$ cat config.mk
export PLATFORM = sky130hd
export DESIGN_NAME = slot_reel_judge_flat
export DESIGN_NICKNAME = d
export VERILOG_FILES = /design/src/rtl/slot_reel_judge_if.sv /design/src/rtl/slot_reel_judge.sv /design/src/flat_wrapper.sv
export SDC_FILE = /design/constraint.sdc
export NUM_CORES = 1
export LEC_CHECK = 0
export ABC_CLOCK_PERIOD_IN_PS = 4800
export CAP_MARGIN = 15
export CORE_MARGIN = 2
export CORE_UTILIZATION = 66
export DETAILED_ROUTE_END_ITERATION = 12
export DONT_BUFFER_PORTS = 1
export PLACE_DENSITY = 0.83
export SETUP_SLACK_MARGIN = 0.02
export SLEW_MARGIN = 10
export SYNTH_ARGS = -nofsm -noshare
export SYNTH_HDL_FRONTEND = slang
export SYNTH_SLANG_ARGS = --single-unit
$ cat constraint.sdc
create_clock -name clock -period 4.8 [get_ports clock]
set_clock_uncertainty 0.2 [all_clocks]
set_input_delay 0.96 -clock clock [delete_from_list [all_inputs] [get_ports clock]]
set_output_delay 0.96 -clock clock [all_outputs]
set_load 0.05 [all_outputs]
$ cat src/rtl/slot_reel_judge_if.sv
// slot_reel_judge_if: player buttons in, reel digits and game result out
//   start, stop        : active-high button levels (master drives)
//   reel0, reel1, reel2: live or frozen reel digits (slave drives)
//   spinning, win, lose: game status (slave drives)
//   pair_win           : pair-only win flag, present only when PAIR_WIN_EN is defined
interface slot_reel_judge_if;
    logic       start, stop;
    logic [3:0] reel0, reel1, reel2;
    logic       spinning, win, lose;
`ifdef PAIR_WIN_EN
    logic [3:0] pair_win;
    modport master(output start, stop, input reel0, reel1, reel2, spinning, win, lose, pair_win);
    modport slave(input start, stop, output reel0, reel1, reel2, spinning, win, lose, pair_win);
`else
    modport master(output start, stop, input reel0, reel1, reel2, spinning, win, lose);
    modport slave(input start, stop, output reel0, reel1, reel2, spinning, win, lose);
`endif
endinterface

$ cat src/rtl/slot_reel_judge.sv
// slot_reel_judge: three-reel slot core; steps reels on a divided clock, stops them one by one, judges win/lose
//   clock  : system clock, posedge
//   resetn : synchronous active-low reset
//   io     : slot_reel_judge_if.slave (start/stop in; reel0..2, spinning, win, lose out)
//   Optional macro PAIR_WIN_EN: a two-reel match also wins and io.pair_win[0] flags it
module slot_reel_judge #(
    parameter int TICK_DIV  = 2500000,
    parameter int DIGIT_MAX = 9
) (
    input logic               clock,
    input logic               resetn,
    slot_reel_judge_if.slave  io
);
    localparam int CW = TICK_DIV > 1 ? $clog2(TICK_DIV) : 1;
    typedef enum logic [2:0] {IDLE, SPIN3, SPIN2, SPIN1, JUDGE, DONE} state_t;
    state_t        state, state_nx;
    logic [1:0]    start_sync, stop_sync;
    logic          start_prev, stop_prev, start_p, stop_p, step, spin_st, triple, pair, hit;
    logic [CW-1:0] cnt;
    logic [3:0]    r0, r1, r2;
    logic          win_q, lose_q;
`ifdef PAIR_WIN_EN
    logic [3:0]    pair_q;
`endif

    function automatic logic [3:0] adv(input logic [3:0] r, input logic [3:0] k);
        logic [4:0] s;
        s = {1'b0, r} + {1'b0, k};
        return s > 5'(DIGIT_MAX) ? 4'(s - 5'(DIGIT_MAX + 1)) : s[3:0];
    endfunction

    assign start_p = start_sync[1] & ~start_prev;
    assign stop_p  = stop_sync[1] & ~stop_prev;
    assign step    = cnt == CW'(TICK_DIV - 1);
    assign triple  = r0 == r1 && r1 == r2;
    assign pair    = !triple && (r0 == r1 || r1 == r2 || r0 == r2);
`ifdef PAIR_WIN_EN
    assign hit     = triple | pair;
`else
    assign hit     = triple;
`endif

    always_ff @(posedge clock) begin
        if (!resetn)
            state <= IDLE;
        else
            state <= state_nx;
    end

    always_comb begin
        state_nx = state;
        case (state)
            IDLE, DONE: state_nx = start_p ? SPIN3 : state;
            SPIN3:      state_nx = stop_p ? SPIN2 : state;
            SPIN2:      state_nx = stop_p ? SPIN1 : state;
            SPIN1:      state_nx = stop_p ? JUDGE : state;
            JUDGE:      state_nx = DONE;
            default:    state_nx = IDLE;
        endcase
    end

    always_comb begin
        spin_st = state == SPIN3 || state == SPIN2 || state == SPIN1;
    end

    // A stop press wins over a coincident step for the reel it freezes only.
    always_ff @(posedge clock) begin
        if (!resetn) begin
            start_sync <= '0;
            stop_sync  <= '0;
            start_prev <= 1'b0;
            stop_prev  <= 1'b0;
            cnt        <= '0;
            r0         <= '0;
            r1         <= '0;
            r2         <= '0;
            win_q      <= 1'b0;
            lose_q     <= 1'b0;
`ifdef PAIR_WIN_EN
            pair_q     <= '0;
`endif
        end else begin
            start_sync <= {start_sync[0], io.start};
            stop_sync  <= {stop_sync[0], io.stop};
            start_prev <= start_sync[1];
            stop_prev  <= stop_sync[1];
            cnt        <= spin_st && !step ? cnt + CW'(1) : '0;
            if (step && state == SPIN3 && !stop_p)
                r0 <= adv(r0, 4'd1);
            if (step && (state == SPIN3 || (state == SPIN2 && !stop_p)))
                r1 <= adv(r1, 4'd3);
            if (step && (state == SPIN3 || state == SPIN2 || (state == SPIN1 && !stop_p)))
                r2 <= adv(r2, 4'd7);
            if (state == JUDGE) begin
                win_q  <= hit;
                lose_q <= !hit;
`ifdef PAIR_WIN_EN
                pair_q <= {3'b000, pair};
`endif
            end else if (state == DONE && start_p) begin
                win_q  <= 1'b0;
                lose_q <= 1'b0;
`ifdef PAIR_WIN_EN
                pair_q <= '0;
`endif
            end
        end
    end

    assign io.reel0    = r0;
    assign io.reel1    = r1;
    assign io.reel2    = r2;
    assign io.spinning = spin_st;
    assign io.win      = win_q;
    assign io.lose     = lose_q;
`ifdef PAIR_WIN_EN
    assign io.pair_win = pair_q;
`endif
endmodule

$ cat src/flat_wrapper.sv
// flat-port wrapper written by rule: the top's interface ports become plain ports
module slot_reel_judge_flat 
#(
    parameter int TICK_DIV  = 2500000,
    parameter int DIGIT_MAX = 9
)
  (clock, resetn, io_start, io_stop, io_reel0, io_reel1, io_reel2, io_spinning, io_win, io_lose);
  slot_reel_judge_if io_i ();
  input logic clock;
  input logic resetn;
  input wire logic [$bits(io_i.start)-1:0] io_start;
  input wire logic [$bits(io_i.stop)-1:0] io_stop;
  output wire logic [$bits(io_i.reel0)-1:0] io_reel0;
  output wire logic [$bits(io_i.reel1)-1:0] io_reel1;
  output wire logic [$bits(io_i.reel2)-1:0] io_reel2;
  output wire logic [$bits(io_i.spinning)-1:0] io_spinning;
  output wire logic [$bits(io_i.win)-1:0] io_win;
  output wire logic [$bits(io_i.lose)-1:0] io_lose;
  assign io_i.start = io_start;
  assign io_i.stop = io_stop;
  assign io_reel0 = io_i.reel0;
  assign io_reel1 = io_i.reel1;
  assign io_reel2 = io_i.reel2;
  assign io_spinning = io_i.spinning;
  assign io_win = io_i.win;
  assign io_lose = io_i.lose;
  slot_reel_judge #(.TICK_DIV(TICK_DIV), .DIGIT_MAX(DIGIT_MAX)) u_core (.clock(clock), .resetn(resetn), .io(io_i));
endmodule
==> results of run 1 <==
-- metrics by stage --
step	setup slack, ns	util [%]
global placement	1.79	69.1
global route	1.38	71.5
floorplan	1.92	-
detailed placement	1.68	69.1
finish	1.58	71.5
CTS	1.66	71.5
-- layer usage --
layer  vias to the layer above  wire [um]  GRT usage, %
li1                       1041          -             -
met1                       948       2310          32.9
met2                        48       2230          39.6
met3                         4        241          5.79
met4                         0         34          7.81
met5                         -          0             0
-- cell usage in the layout, fill, tap and decap left out, drive strengths merged, types with 2 or more instances in the layout --
cell type,Yosys,routed
dfxtp,45,45
nor2,44,44
nand2,22,22
xor2,18,18
inv,14,14
xnor2,13,13
a21oi,13,13
ha,13,13
nor3,13,13
nand3,12,12
o21ai,12,12
and2,8,8
and3,8,8
nand4,6,6
nor2b,6,6
mux2i,6,6
clkbuf,10,6
o22ai,5,5
a31oi,4,4
nand2b,4,4
nor4,4,4
or2,3,3
and4,2,2
a32o,2,2
a21boi,2,2
clkinvlp,0,2
-- final timing paths --
path	from	to	slack, ns	cells after the start
setup / recovery	u_core.io.reel0[0]	u_core.io.reel0[3]	1.58	9
hold / removal	u_core.start_sync[0]	u_core.start_sync[1]	0.24	1
setup reg to reg	u_core.io.reel0[0]	u_core.io.reel0[3]	1.58	9
hold reg to reg	u_core.start_sync[0]	u_core.start_sync[1]	0.24	1
-- cell type report --
class / count / area, um^2 / area share, %
Multi-Input combinational cell: 234 / 1510 / 57.8
Sequential cell: 45 / 901 / 34.4
Clock buffer: 6 / 72.6 / 2.77
Tap cell: 48 / 60.1 / 2.29
Inverter: 15 / 56.3 / 2.15
Clock inverter: 2 / 15.0 / 0.573
-- registers in the layout, indices dropped and copies added, names as in the netlist --
name / count
u_core.io.reel1: 4
u_core.cnt: 22
u_core.stop_prev: 1
u_core.start_prev: 1
u_core.start_sync: 2
u_core.io.reel2: 4
u_core.io.win: 1
u_core.stop_sync: 2
u_core.io.reel0: 4
u_core.io.lose: 1
u_core.state: 3
-- power groups by stage --
stage / combinational [mW] / clock, mW / sequential, mW
after global placement: 0.0138 / 0 / 0.387
after global routing: 0.0154 / 0.252 / 0.379
after CTS: 0.0141 / 0.237 / 0.378
after floorplan: 0.0147 / 0 / 0.386
after detailed placement: 0.0140 / 0 / 0.387
final: 0.0138 / 0.228 / 0.378
-- logic make-up after synthesis --
logic type | Yosys count | synth area share (%)
AND/OR/NAND/NOR | 136 | 28.4
buffers and inverters | 27 | 4.22
multiplexers | 6 | 2.38
AO/OA/AOI/OAI | 48 | 12.1
flip-flops | 45 | 35.7
adder cells (fa/ha/maj) | 13 | 6.45
XOR/XNOR | 31 | 10.8
==> impl_metrics.csv, run 1 <==
group,metric,value,unit
yosys,syn_nets,323,
sta,setup_viol,0,
power_and_ir_drop,internal_power,0.482,mW
sta,tns,0,ns
sta,worst_pin_slew,1.03,ns
yosys,synth_most_common_cell,"dfxtp_1",
grt,antenna_found_initial,0,
routing,drcViolationCount,0,
power_and_ir_drop,p_total,0.620,mW
yosys,synth.top_cell.area_share,35.7,%
worst_setup_path,path_buf_inv,0,
worst_setup_path,critPathKind,"reg -> reg",
run,cap_viol_max_count,0,
floorplanning,core,0.00366,mm^2
cts,cts_buffers,5,
routing,routed_wl,4820,um
placement,gp_congestion,0.888,
yosys,ys_types,49,
cells_and_area,n_fill_cell,313,
cts,cts_resized,0,
floorplanning,die_area,0.00433,mm^2
placement,placed_area,0.00253,mm^2
cells_and_area,fin_area,0.00262,mm^2
yosys,syn_inst,306,
routing,drtIter0Drc,98,
worst_setup_path,start_kind,"flip-flop",
grt,grt_pass1_wl,8410,um
power_and_ir_drop,power.density,237,mW/mm^2
sta,max-slew-margin-rel,31.1,%
routing,dr.pass1.iters,4,
yosys,synth_top_cell_by_area,"dfxtp_1",
cells_and_area,drive_gt1_share,5.30,%
worst_setup_path,cp_top_family,"flip-flops",
placement,place_hpwl,3510,um
floorplanning,io-pin-count,19,
power_and_ir_drop,irDropWorstVdd,0.000236,V
cts,post-cts-setup-buffer-count,0,
worst_setup_path,critPathMaxFanout,9,
cells_and_area,nNetsFinal,318,
floorplanning,initial_utilization,68.9,%
outcome,status,"finished, final reports clean",
worst_setup_path,cp_cell_sequence,"ha_1 -> xnor2_1 -> ha_1 -> nor2b_1 -> o22ai_1 -> a21oi_1 -> o32ai_1 -> mux2i_1 -> mux2i_1",
grt,grt_max_degree,23,
worst_setup_path,worstPathRequired,4.83,ns
grt,grt-ovfl-total,0,
yosys,ys_warn_count,0,
yosys,async_flop_share,0,%
cells_and_area,diodes,0,
cts,ctsLongestPathBuffers,2,
power_and_ir_drop,p_comb_share,2.2,%
yosys,yosys_most_used_dff,"dfxtp_1",
worst_setup_path,cp-end-kind,"flip-flop",
cells_and_area,fin_cells,350,
yosys,synth_common_cells,"dfxtp_1 (45), nor2_1 (43), nand2_1 (22)",
cts,htreeDepth,2,
floorplanning,core.rowCount,22,
placement,placedCellCount,342,
power_and_ir_drop,clock_power_share,36.8,%
sta,period_needed,3.22,ns
yosys,ys_ff_latch,45,
routing,detail-route-antenna-nets,0,
cells_and_area,areaGrowthSynthToFinish,3.87,%
power_and_ir_drop,swShare,22.2,%
min_path,hold_class,"reg -> reg",
yosys,netlist_area,0.00252,mm^2
routing,vias,2041,
power_and_ir_drop,seq_power_share,61.0,%
sta,timing.final.crit_share,67.1,%
cts,clock-sinks,45,
power_and_ir_drop,power.switching,0.137,mW
floorplanning,die_x,65.8,um
cts,clock_latency,0.29,ns
cts,cts_tree,"built",
sta,maxSlewViolCount,0,
sta,hold_viol,0,
worst_setup_path,slowest_stage,"dfxtp_1",
floorplanning,die_h,65.8,um
sta,grt_setup_unrepaired,"false",
sta,timing.hold.ws,0.241,ns
power_and_ir_drop,p_leak,0.880,nW
cts,clk_pin_slew,0.09,ns
worst_setup_path,max_stage_delay,0.82,ns
yosys,synth-edff-count,0,
routing,wl_per_cell,13.8,um
yosys,syn_area_per_cell,8.24,um^2
placement,portBuffers,0,
routing,viasPerCell,5.83,
yosys,yosys-top-cells-area,"dfxtp_1 (36%), ha_1 (6.5%), nor2_1 (6.4%), xor2_1 (6.3%), xnor2_1 (4.5%)",
cts,clock-root-buffer,"clkbuf_8",
grt,grtUsageTotal,24.7,%
cts,cts-hold-fix-buffers,0,
sta,fmax,310,MHz
yosys,ys_seq_area_share,35.7,%
grt,grt_pass1_vias,1893,
worst_setup_path,worstPathArrival,3.25,ns
No activity file was read; power rests on OpenSTA's default activity.
==> inputs of run 2 (changes only) <==
--- a/config.mk
+++ b/config.mk
@@ -5,13 +5,13 @@
 export SDC_FILE = /design/constraint.sdc
 export NUM_CORES = 1
 export LEC_CHECK = 0
-export ABC_CLOCK_PERIOD_IN_PS = 4800
+export ABC_CLOCK_PERIOD_IN_PS = 3300
 export CAP_MARGIN = 15
 export CORE_MARGIN = 2
-export CORE_UTILIZATION = 66
+export CORE_UTILIZATION = 63
 export DETAILED_ROUTE_END_ITERATION = 12
 export DONT_BUFFER_PORTS = 1
-export PLACE_DENSITY = 0.83
+export PLACE_DENSITY = 0.8
 export SETUP_SLACK_MARGIN = 0.02
 export SLEW_MARGIN = 10
 export SYNTH_ARGS = -nofsm -noshare
==> constraint.sdc (replaced) <==
create_clock -name clock -period 3.3 [get_ports clock]
set_clock_uncertainty 0.2 [all_clocks]
set_input_delay 0.66 -clock clock [delete_from_list [all_inputs] [get_ports clock]]
set_output_delay 0.66 -clock clock [all_outputs]
set_load 0.05 [all_outputs]
==> run 2 against run 1 <==
  * Worst hold slack improved by 0.0091 ns
  * Setup slack got worse by 0.94 ns
  * Combinational power is 55% higher
  * Routed wire length up 1.4%
  * Power grew 60%
  * Sequential power up 46%
==> impl_metrics.csv, run 2 (synthesized netlist as in run 1, its figures left out) <==
group,metric,value,unit
routing,dr.pass1.iters,4,
cts,cts_buffers,5,
routing,detail-route-antenna-nets,0,
worst_setup_path,crit_cells,9,
routing,wl_per_cell,13.6,um
routing,viasPerCell,5.72,
worst_setup_path,ff2ff_setup_slack,0.64,ns
floorplanning,core.rowCount,22,
power_and_ir_drop,seq_power_share,55.6,%
sta,hold_viol,0,
power_and_ir_drop,p_comb_share,2.2,%
worst_setup_path,slowest_stage,"dfxtp_1",
cts,clock-root-buffer,"clkbuf_8",
placement,gp_congestion,0.928,
power_and_ir_drop,p_leak,0.953,nW
cells_and_area,multi_input_area,0.00151,mm^2
worst_setup_path,cp_cell_sequence,"ha_1 -> xnor2_1 -> ha_1 -> nor2b_1 -> o22ai_1 -> a21oi_1 -> o32ai_1 -> mux2i_1 -> mux2i_1",
cells_and_area,diodes,0,
sta,grt_setup_unrepaired,"false",
cells_and_area,seq_area,901,um^2
power_and_ir_drop,power.density,364,mW/mm^2
worst_setup_path,start_kind,"flip-flop",
sta,maxSlewViolCount,0,
routing,vias,2060,
worst_setup_path,path_buf_inv,0,
cts,post-cts-setup-buffer-count,0,
sta,max-slew-margin-rel,44.7,%
floorplanning,die_x,67.3,um
routing,drtIter0Drc,149,
grt,grt-ovfl-total,0,
worst_setup_path,max_stage_delay,0.36,ns
cts,ctsLongestPathBuffers,2,
worst_setup_path,worstPathArrival,2.69,ns
sta,worst_pin_slew,0.827,ns
floorplanning,io-pin-count,19,
sta,timing.hold.ws,0.250,ns
worst_setup_path,critPathKind,"reg -> reg",
grt,grt_pass1_wl,8450,um
worst_setup_path,cp_top_family,"adder cells",
cts,clock_latency,0.30,ns
floorplanning,initial_utilization,67.3,%
grt,grt_max_degree,23,
cells_and_area,areaGrowthSynthToFinish,7.79,%
placement,portBuffers,0,
cts,cts_tree,"built",
cells_and_area,final_common_cell,"dfxtp_1",
routing,routed_wl,4890,um
sta,fmax,376,MHz
worst_setup_path,reg2reg_depth,9,
sta,period_needed,2.66,ns
grt,grt_pass1_vias,1935,
placement,place_hpwl,3540,um
power_and_ir_drop,power.switching,0.209,mW
worst_setup_path,critPathMaxFanout,7,
sta,fin_ws,0.642,ns
cells_and_area,final_cell_mix,"dfxtp_1 (45), nor2_1 (43), nand2_1 (22)",
cts,cts_resized,0,
cells_and_area,regMostFlops,"u_core.cnt",
cells_and_area,utilization,72.6,%
cts,cts-hold-fix-buffers,0,
power_and_ir_drop,swShare,21.1,%
cts,htreeDepth,2,
power_and_ir_drop,internal_power,0.781,mW
cells_and_area,nNetsFinal,328,
floorplanning,core,0.00374,mm^2
power_and_ir_drop,clock_power_share,42.3,%
grt,antenna_found_initial,0,
worst_setup_path,cp-end-kind,"flip-flop",
worst_setup_path,worstPathRequired,3.34,ns
floorplanning,die_h,67.3,um
outcome,status,"finished, final reports clean",
min_path,hold_class,"reg -> reg",
run,cap_viol_max_count,0,
cts,clock-sinks,45,
sta,setup_viol,0,
grt,grtUsageTotal,24.5,%
cells_and_area,n_fill_cell,314,
routing,drcViolationCount,0,
cells_and_area,largest_reg_flops,22,
placement,pre_cts_slack,0.684,ns
min_path,worstHoldPathCells,1,
cts,clk_pin_slew,0.08,ns
power_and_ir_drop,irDropWorstVdd,0.000259,V
sta,tns,0,ns
sta,timing.final.crit_share,80.5,%
floorplanning,die_area,0.00452,mm^2
cells_and_area,drive_gt1_share,8.33,%
## run 2: cell count changes in the layout (fill, tap and decap cells not counted), sizes merged
cell / before / now
buf: 0 / 10
clkinvlp: 2 / 0
bufinv: 0 / 1
clkinv: 1 / 2
## run 2: cell type report
cell class | instances | share of cell area [%]
Clock buffer | 6 | 2.67
Sequential cell | 45 | 33.1
Multi-Input combinational cell | 234 | 55.7
Timing Repair Buffer | 10 | 2.76
Inverter | 15 | 2.07
Clock inverter | 2 | 1.43
Tap cell | 48 | 2.21
## run 2: final timing paths
path	to	startpoint
worst max-delay path	u_core.io.reel0[3]	u_core.io.reel0[0]
worst min-delay path	u_core.stop_sync[1]	u_core.stop_sync[0]
worst max register to register	u_core.io.reel0[3]	u_core.io.reel0[0]
worst min register to register	u_core.stop_sync[1]	u_core.stop_sync[0]
## run 2: per-layer routing
| metal | global-route usage (%) | wire length [um] | vias to the layer above |
|---|---|---|---|
| met5 | 0 | 0 | - |
| met4 | 10.5 | 91 | 0 |
| met3 | 5.67 | 160 | 9 |
| met2 | 39.9 | 2200 | 27 |
| met1 | 31.1 | 2430 | 962 |
| li1 | - | - | 1062 |
## run 2: power groups by stage
stage          sequential [mW]  combinational, mW  clock [mW]
2_1_floorplan            0.561             0.0214           0
3_3_place_gp             0.563             0.0210           0
3_5_place_dp             0.563             0.0217           0
4_1_cts                  0.550             0.0217       0.425
5_1_grt                  0.551             0.0241       0.442
6_report                 0.550             0.0214       0.418
## run 2: per-stage QoR
stage	power [mW]	area, um^2	std cells
2_1_floorplan	0.582	2520	306
3_3_place_gp	0.584	2610	352
3_5_place_dp	0.585	2610	352
4_1_cts	0.997	2720	360
5_1_grt	1.02	2720	360
6_report	0.990	2720	360
